[src/rtl/mdu_pkg.sv]
// mdu_pkg: shared definitions for the iterative multiply/divide unit.
//   - mdu_op_e    : operation encodings carried on the 2-bit op port
//   - mdu_state_e : controller states
//   - sign_fix()  : conditional two's-complement negation of a magnitude
package mdu_pkg;

    // sign_fix works on a fixed wide vector; callers size-cast in and out.
    // This bounds the supported operand width at MDU_FIX_W/2.
    localparam int unsigned MDU_FIX_W = 128;

    typedef enum logic [1:0] {
        MDU_MULT  = 2'd0,
        MDU_MULTU = 2'd1,
        MDU_DIV   = 2'd2,
        MDU_DIVU  = 2'd3
    } mdu_op_e;

    typedef enum logic [2:0] {
        ST_IDLE,
        ST_MUL,
        ST_DIV,
        ST_FIX,
        ST_DONE
    } mdu_state_e;

    function automatic logic [MDU_FIX_W-1:0] sign_fix(
        input logic [MDU_FIX_W-1:0] mag,
        input logic                 neg
    );
        return neg ? -mag : mag;
    endfunction

endpackage

[src/rtl/mdu_iter_div_step.sv]
// div_step: one restoring radix-2 division iteration (combinational).
//   rem_in  : partial remainder, WIDTH+1 bits
//   dvd_bit : next dividend bit, shifted in at the LSB
//   divisor : divisor magnitude
//   rem_out : updated partial remainder
//   q_bit   : quotient bit produced by this iteration
module div_step #(
    parameter int unsigned WIDTH = 32
) (
    input  logic [WIDTH:0]   rem_in,
    input  logic             dvd_bit,
    input  logic [WIDTH-1:0] divisor,
    output logic [WIDTH:0]   rem_out,
    output logic             q_bit
);

    logic [WIDTH+1:0] diff;

    always_comb begin
        // Trial subtraction one bit wider than the shifted remainder so the
        // top bit is a clean borrow/sign indicator.
        diff    = {rem_in, dvd_bit} - {2'b00, divisor};
        q_bit   = ~diff[WIDTH+1];
        rem_out = q_bit ? diff[WIDTH:0] : {rem_in[WIDTH-1:0], dvd_bit};
    end

endmodule

[src/rtl/mdu_iter.sv]
// mdu_iter: multi-cycle signed/unsigned multiply and divide for the EX stage.
//   clk, rst     : clock, asynchronous active-high reset
//   start, op    : request and operation (sampled only in IDLE)
//   a, b         : operands, latched on an accepted start
//   annul        : abort any in-flight operation
//   busy         : high whenever the unit is not IDLE
//   done         : one-cycle pulse, hilo updated in the same cycle
//   hilo         : {HI,LO} = product or {remainder, quotient}
//   div_by_zero  : pulses with done when a divide had b = 0
// Latency (start cycle = 0): MUL 2, DIV WIDTH+2, divide-by-zero 1.
// WIDTH must be in 4..64.
module mdu_iter
    import mdu_pkg::*;
#(
    parameter int unsigned WIDTH = 32
) (
    input  logic                 clk,
    input  logic                 rst,
    input  logic                 start,
    input  logic [1:0]           op,
    input  logic [WIDTH-1:0]     a,
    input  logic [WIDTH-1:0]     b,
    input  logic                 annul,
    output logic                 busy,
    output logic                 done,
    output logic [2*WIDTH-1:0]   hilo,
    output logic                 div_by_zero
);

    localparam int unsigned CW = $clog2(WIDTH);

    mdu_state_e           state_q, state_d;
    mdu_op_e              op_q, op_d;
    logic                 sa_q, sa_d;
    logic                 sb_q, sb_d;
    logic [WIDTH-1:0]     mag_a_q, mag_a_d;
    logic [WIDTH-1:0]     mag_b_q, mag_b_d;
    logic [WIDTH:0]       rem_q, rem_d;
    logic [CW-1:0]        cnt_q, cnt_d;
    logic [2*WIDTH-1:0]   hilo_q, hilo_d;
    logic                 done_q, done_d;
    logic                 dbz_q, dbz_d;
    logic                 busy_q, busy_d;

    logic                 in_signed;
    logic                 op_signed;
    logic [WIDTH-1:0]     in_mag_a;
    logic [WIDTH-1:0]     in_mag_b;
    logic [2*WIDTH-1:0]   prod;
    logic [WIDTH:0]       step_rem;
    logic                 step_q;
    logic [WIDTH-1:0]     quot_fix;
    logic [WIDTH-1:0]     rem_fix;

    // mag_a_q doubles as the dividend shift register: its MSB feeds the
    // next iteration and quotient bits enter at the LSB, so after WIDTH
    // steps it holds the quotient magnitude.
    div_step #(
        .WIDTH (WIDTH)
    ) u_div_step (
        .rem_in  (rem_q),
        .dvd_bit (mag_a_q[WIDTH-1]),
        .divisor (mag_b_q),
        .rem_out (step_rem),
        .q_bit   (step_q)
    );

    always_comb begin
        in_signed = (op == MDU_MULT) || (op == MDU_DIV);
        op_signed = (op_q == MDU_MULT) || (op_q == MDU_DIV);
        // The most-negative operand maps to 2^(WIDTH-1), which still fits
        // an unsigned WIDTH-bit magnitude.
        in_mag_a  = WIDTH'(sign_fix(MDU_FIX_W'(a), in_signed & a[WIDTH-1]));
        in_mag_b  = WIDTH'(sign_fix(MDU_FIX_W'(b), in_signed & b[WIDTH-1]));
        prod      = (2*WIDTH)'(mag_a_q) * (2*WIDTH)'(mag_b_q);
        // Most-negative / -1 needs no special case: the quotient magnitude
        // 2^(WIDTH-1) with no negation already reads as most-negative.
        quot_fix  = WIDTH'(sign_fix(MDU_FIX_W'(mag_a_q), op_signed & (sa_q ^ sb_q)));
        rem_fix   = WIDTH'(sign_fix(MDU_FIX_W'(rem_q[WIDTH-1:0]), op_signed & sa_q));
    end

    always_comb begin
        state_d = state_q;
        op_d    = op_q;
        sa_d    = sa_q;
        sb_d    = sb_q;
        mag_a_d = mag_a_q;
        mag_b_d = mag_b_q;
        rem_d   = rem_q;
        cnt_d   = cnt_q;
        hilo_d  = hilo_q;
        done_d  = 1'b0;
        dbz_d   = 1'b0;

        unique case (state_q)
            ST_IDLE: begin
                if (start && !annul) begin
                    op_d    = mdu_op_e'(op);
                    sa_d    = a[WIDTH-1];
                    sb_d    = b[WIDTH-1];
                    mag_a_d = in_mag_a;
                    mag_b_d = in_mag_b;
                    rem_d   = '0;
                    if (!op[1]) begin
                        state_d = ST_MUL;
                    end else if (b == '0) begin
                        state_d = ST_DONE;
                        done_d  = 1'b1;
                        dbz_d   = 1'b1;
                        hilo_d  = {a, {WIDTH{1'b1}}};
                    end else begin
                        state_d = ST_DIV;
                        cnt_d   = CW'(WIDTH-1);
                    end
                end
            end
            ST_MUL: begin
                hilo_d  = (2*WIDTH)'(sign_fix(MDU_FIX_W'(prod), op_signed & (sa_q ^ sb_q)));
                done_d  = 1'b1;
                state_d = ST_DONE;
            end
            ST_DIV: begin
                rem_d   = step_rem;
                mag_a_d = {mag_a_q[WIDTH-2:0], step_q};
                if (cnt_q == '0) begin
                    state_d = ST_FIX;
                end else begin
                    cnt_d = cnt_q - 1'b1;
                end
            end
            ST_FIX: begin
                hilo_d  = {rem_fix, quot_fix};
                done_d  = 1'b1;
                state_d = ST_DONE;
            end
            ST_DONE: begin
                state_d = ST_IDLE;
            end
            default: begin
                state_d = ST_IDLE;
            end
        endcase

        // In DONE the pulse is already on the outputs and the next state is
        // IDLE anyway, so annul only needs to cancel the working states.
        if (annul && state_q != ST_IDLE && state_q != ST_DONE) begin
            state_d = ST_IDLE;
            done_d  = 1'b0;
            dbz_d   = 1'b0;
            hilo_d  = hilo_q;
        end

        busy_d = (state_d != ST_IDLE);
    end

    always_ff @(posedge clk or posedge rst) begin
        if (rst) begin
            state_q <= ST_IDLE;
            op_q    <= MDU_MULT;
            sa_q    <= 1'b0;
            sb_q    <= 1'b0;
            mag_a_q <= '0;
            mag_b_q <= '0;
            rem_q   <= '0;
            cnt_q   <= '0;
            hilo_q  <= '0;
            done_q  <= 1'b0;
            dbz_q   <= 1'b0;
            busy_q  <= 1'b0;
        end else begin
            state_q <= state_d;
            op_q    <= op_d;
            sa_q    <= sa_d;
            sb_q    <= sb_d;
            mag_a_q <= mag_a_d;
            mag_b_q <= mag_b_d;
            rem_q   <= rem_d;
            cnt_q   <= cnt_d;
            hilo_q  <= hilo_d;
            done_q  <= done_d;
            dbz_q   <= dbz_d;
            busy_q  <= busy_d;
        end
    end

    assign busy        = busy_q;
    assign done        = done_q;
    assign hilo        = hilo_q;
    assign div_by_zero = dbz_q;

endmodule

[config.mk]
export PLATFORM = sky130hd
export DESIGN_NAME = mdu_iter
export DESIGN_NICKNAME = d
export VERILOG_FILES = /design/src/rtl/mdu_pkg.sv /design/src/rtl/mdu_iter_div_step.sv /design/src/rtl/mdu_iter.sv
export SDC_FILE = /design/constraint.sdc
export NUM_CORES = 2
export LEC_CHECK = 0
export BUFFER_PORTS_ARGS = -buffer_cell sky130_fd_sc_hd__buf_2
export CORE_MARGIN = 1.5
export CORE_UTILIZATION = 30
export DETAILED_ROUTE_END_ITERATION = 16
export GPL_ROUTABILITY_DRIVEN = 0
export GPL_TIMING_DRIVEN = 1
export HOLD_SLACK_MARGIN = 0.08
export PLACE_DENSITY_LB_ADDON = 0.08
export REMOVE_ABC_BUFFERS = 1
export SLEW_MARGIN = 30
export SYNTH_ARGS = -nofsm -noshare
export SYNTH_HDL_FRONTEND = slang
export SYNTH_HIERARCHICAL = 1
export SYNTH_SLANG_ARGS = --single-unit
[constraint.sdc]
create_clock -name clk -period 9.2 [get_ports clk]
set_input_delay 0.46 -clock clk [delete_from_list [all_inputs] [get_ports clk]]
set_output_delay 0.46 -clock clk [all_outputs]
set_load 0.01 [all_outputs]
==> flow_metrics.env <==
export IMPL_antenna_found_initial=12
export IMPL_synth_top_area_frac=0.375
export IMPL_drive_above_1_share=0.107
export IMPL_drc=0
export IMPL_cp_start_kind="flop"
export IMPL_rsz0062_at_grt="true"
export IMPL_synth_cell_types=102
export IMPL_synth_largest_area_cell="fa_1"
export IMPL_ff2ff_setup_slack_ps=250
export IMPL_ys_seq_area_frac=0.0916
export IMPL_synth_area_top_cells="fa_1 (38%), dfrtp_1 (9.2%), and2_1 (7.9%)"
export IMPL_fin_cells=7789
export IMPL_use_met1=0.307
export IMPL_hold_slack_ps=163
export IMPL_ios=137
export IMPL_cts_path_max_buffers=2
export IMPL_cts_inserted_buffers=17
export IMPL_dominantRegCellSynth="dfrtp_1"
export IMPL_rr_worst_depth=29
export IMPL_clk_latency_ps=550
export IMPL_worstSetupEndpoint="hilo[53]"
export IMPL_multi_input_area_um2=39000
export IMPL_postRouteAntennaNets=0
export IMPL_grt_max_degree=74
export IMPL_synth_area_per_cell_um2=8.55
export IMPL_final_nets=6970
export IMPL_cp_slowest_cell="dfrtp_4"
export IMPL_syn_inst=5592
export IMPL_ys_ff_latch=175
export IMPL_root_buffer="clkbuf_16"
export IMPL_fin_skew_ps=28.0
export IMPL_die_area_um2=162000
export IMPL_synth_edf_count=0
export IMPL_slowest_delay_ps=610
export IMPL_start_util=0.302
export IMPL_grt_overflow=0
export IMPL_worstHoldStart="annul"
export IMPL_path_clk_slew_ps=100
export IMPL_dp_cells=7730
export IMPL_use_met3=0.0133
export IMPL_met2_usage=0.388
export IMPL_cp_startpoint="mag_a_q[10]"
export IMPL_worst_path_stages=29
export IMPL_cts_tree="yes"
export IMPL_finish_utilization=0.339
export IMPL_post_route_period_util=0.973
export IMPL_first_pass_iters=6
export IMPL_cts_sinks=175
export IMPL_slew_limit_headroom=0.250
export IMPL_fp_dieH_um=402
export IMPL_worstPathRequired_ps=9620
export IMPL_netlist_area_um2=47800
export IMPL_cp_common_cell="fa_1"
export IMPL_htree_levels=4
export IMPL_critPathKind="flop to flop"
export IMPL_fillers=16800
export IMPL_cp_top_family="adder cells"
export IMPL_fmax_mhz=112
export IMPL_core_area_um2=158000
export IMPL_min_path_type="input port to flop"
export IMPL_worstPathMaxFanout=17
export IMPL_grt_pass1_wl_mm=272
export IMPL_r2r_end="hilo[53]"
export IMPL_fin_crit_ps=8950
export IMPL_grt_total_usage=0.226
export IMPL_layout_common_cells="inv_1 (917), fa_1 (895), nand2_1 (724)"
export IMPL_rr_startpoint="mag_a_q[10]"
export IMPL_cp_num_buf_inv=6
export IMPL_vias_per_cell=4.94
export IMPL_final_common_cell="inv_1"
export IMPL_area_growth_pct=12.2
export IMPL_slew_viol_final=0
export IMPL_post_dp_hpwl_mm=150
export IMPL_hold_violations=0
export IMPL_vias=38500
export IMPL_port_buffer_count=136
export IMPL_tightest_slew_ps=1120
export IMPL_drtIter0Drc=2275
export IMPL_synthArstFlopShare=1.00
export IMPL_setup_viol=0
export IMPL_top_usage_layer="met2"
export IMPL_routed_wl_mm=180
export IMPL_maxCapViolations=0
export IMPL_cp_arrival_ps=9370
export IMPL_seqCellArea_um2=4410
export IMPL_status="completed"
export IMPL_row_count=146
export IMPL_crit_path_end_kind="flop"
export IMPL_die_w_um=402
export IMPL_yosysWarnings=6
export IMPL_wire_per_inst_um=23.1
export IMPL_grt_pass1_vias=40800
[cells by family (layout without fill, tap and decap cells)]
logic type | count (synthesis) | after routing | synth area share
flip-flops | 175 | 175 | 0.0916
other | 0 | 3 | 0
AND/OR/NAND/NOR | 1862 | 1862 | 0.195
adder cells (fa/ha/maj) | 1199 | 1199 | 0.454
multiplexers | 34 | 34 | 0.00803
AO/OA/AOI/OAI | 792 | 792 | 0.103
XOR/XNOR | 253 | 253 | 0.0465
buffers and inverters | 1277 | 1399 | 0.101
[synthesized netlist by cell type (all sizes together) (22+ instances only)]
cell	instances
o21ai	252
ha	302
or3	27
nor3	65
xnor2	144
dfrtp	175
buf	53
inv	919
o22ai	22
a31oi	26
nor2	217
and2	606
nand4	42
xor2	109
a22oi	33
clkbuf	305
nor4	22
a21o	47
o31ai	37
a21oi	232
nand3	44
fa	897
nand2	727
mux2	25
[routing by layer]
layer  vias to the layer above  wire length (µm)
met5                         -                 0
met4                         0              4850
met3                       114              4760
met2                       730             88800
met1                     20000             81400
li1                      17600                 -
[registers in the layout, indices dropped and copies added (netlist names), 3 cells and up]
register / count
state_q: 3
mag_a_q: 32
cnt_q: 5
hilo: 64
rem_q: 33
mag_b_q: 32
[worst register-to-register path: cells and delay by family (launching register included)]
kind / cells / cell delay [ps]
adder cells (fa/ha/maj): 9 / 4480
AND/OR/NAND/NOR: 8 / 1810
AO/OA/AOI/OAI: 5 / 1050
flip-flops: 1 / 610
buffers and inverters: 6 / 580
XOR/XNOR: 1 / 310
[area by class of cell]
type | instances | share of cell area
antenna | 3 | 0.000140
clock buffer | 19 | 0.00844
clock inverter | 13 | 0.00268
inverter | 919 | 0.0644
multi-input combinational | 4140 | 0.727
sequential | 175 | 0.0822
tap | 2072 | 0.0483
timing repair buffer | 448 | 0.0669
[per-stage QoR]
stage | instance area (µm²) | TNS, ps | setup WS [ps]
2_1_floorplan | 46400 | 0 | 730
3_3_place_gp | 52500 | -78.9 | -41.1
3_5_place_dp | 52500 | -64.0 | -64.0
4_1_cts | 53100 | 0 | 16.2
5_1_grt | 53600 | -110 | -59.1
6_report | 53700 | 0 | 246
[what timing repair did]
item                                    4_1_cts  5_1_grt
endpoints found under the hold margin        56        0
resized for setup                            11       80
setup buffers                                 0       23
hold buffers                                  1        0
pin swaps                                     0       19
endpoints found under the setup margin        4       30
[worst min-delay path by stage]
stage	to	slack, ps	depth (start not counted)
3_3_place_gp	hilo[4]	470	2
2_1_floorplan	sb_q	470	2
4_1_cts	state_q[1]	110	2
5_1_grt	state_q[1]	150	2
3_5_place_dp	hilo[5]	470	2
6_report	state_q[1]	160	2
Power is left out: the tool's default activity adds up to more than one toggle a clock period on the data nets, which glitch-free logic cannot reach.
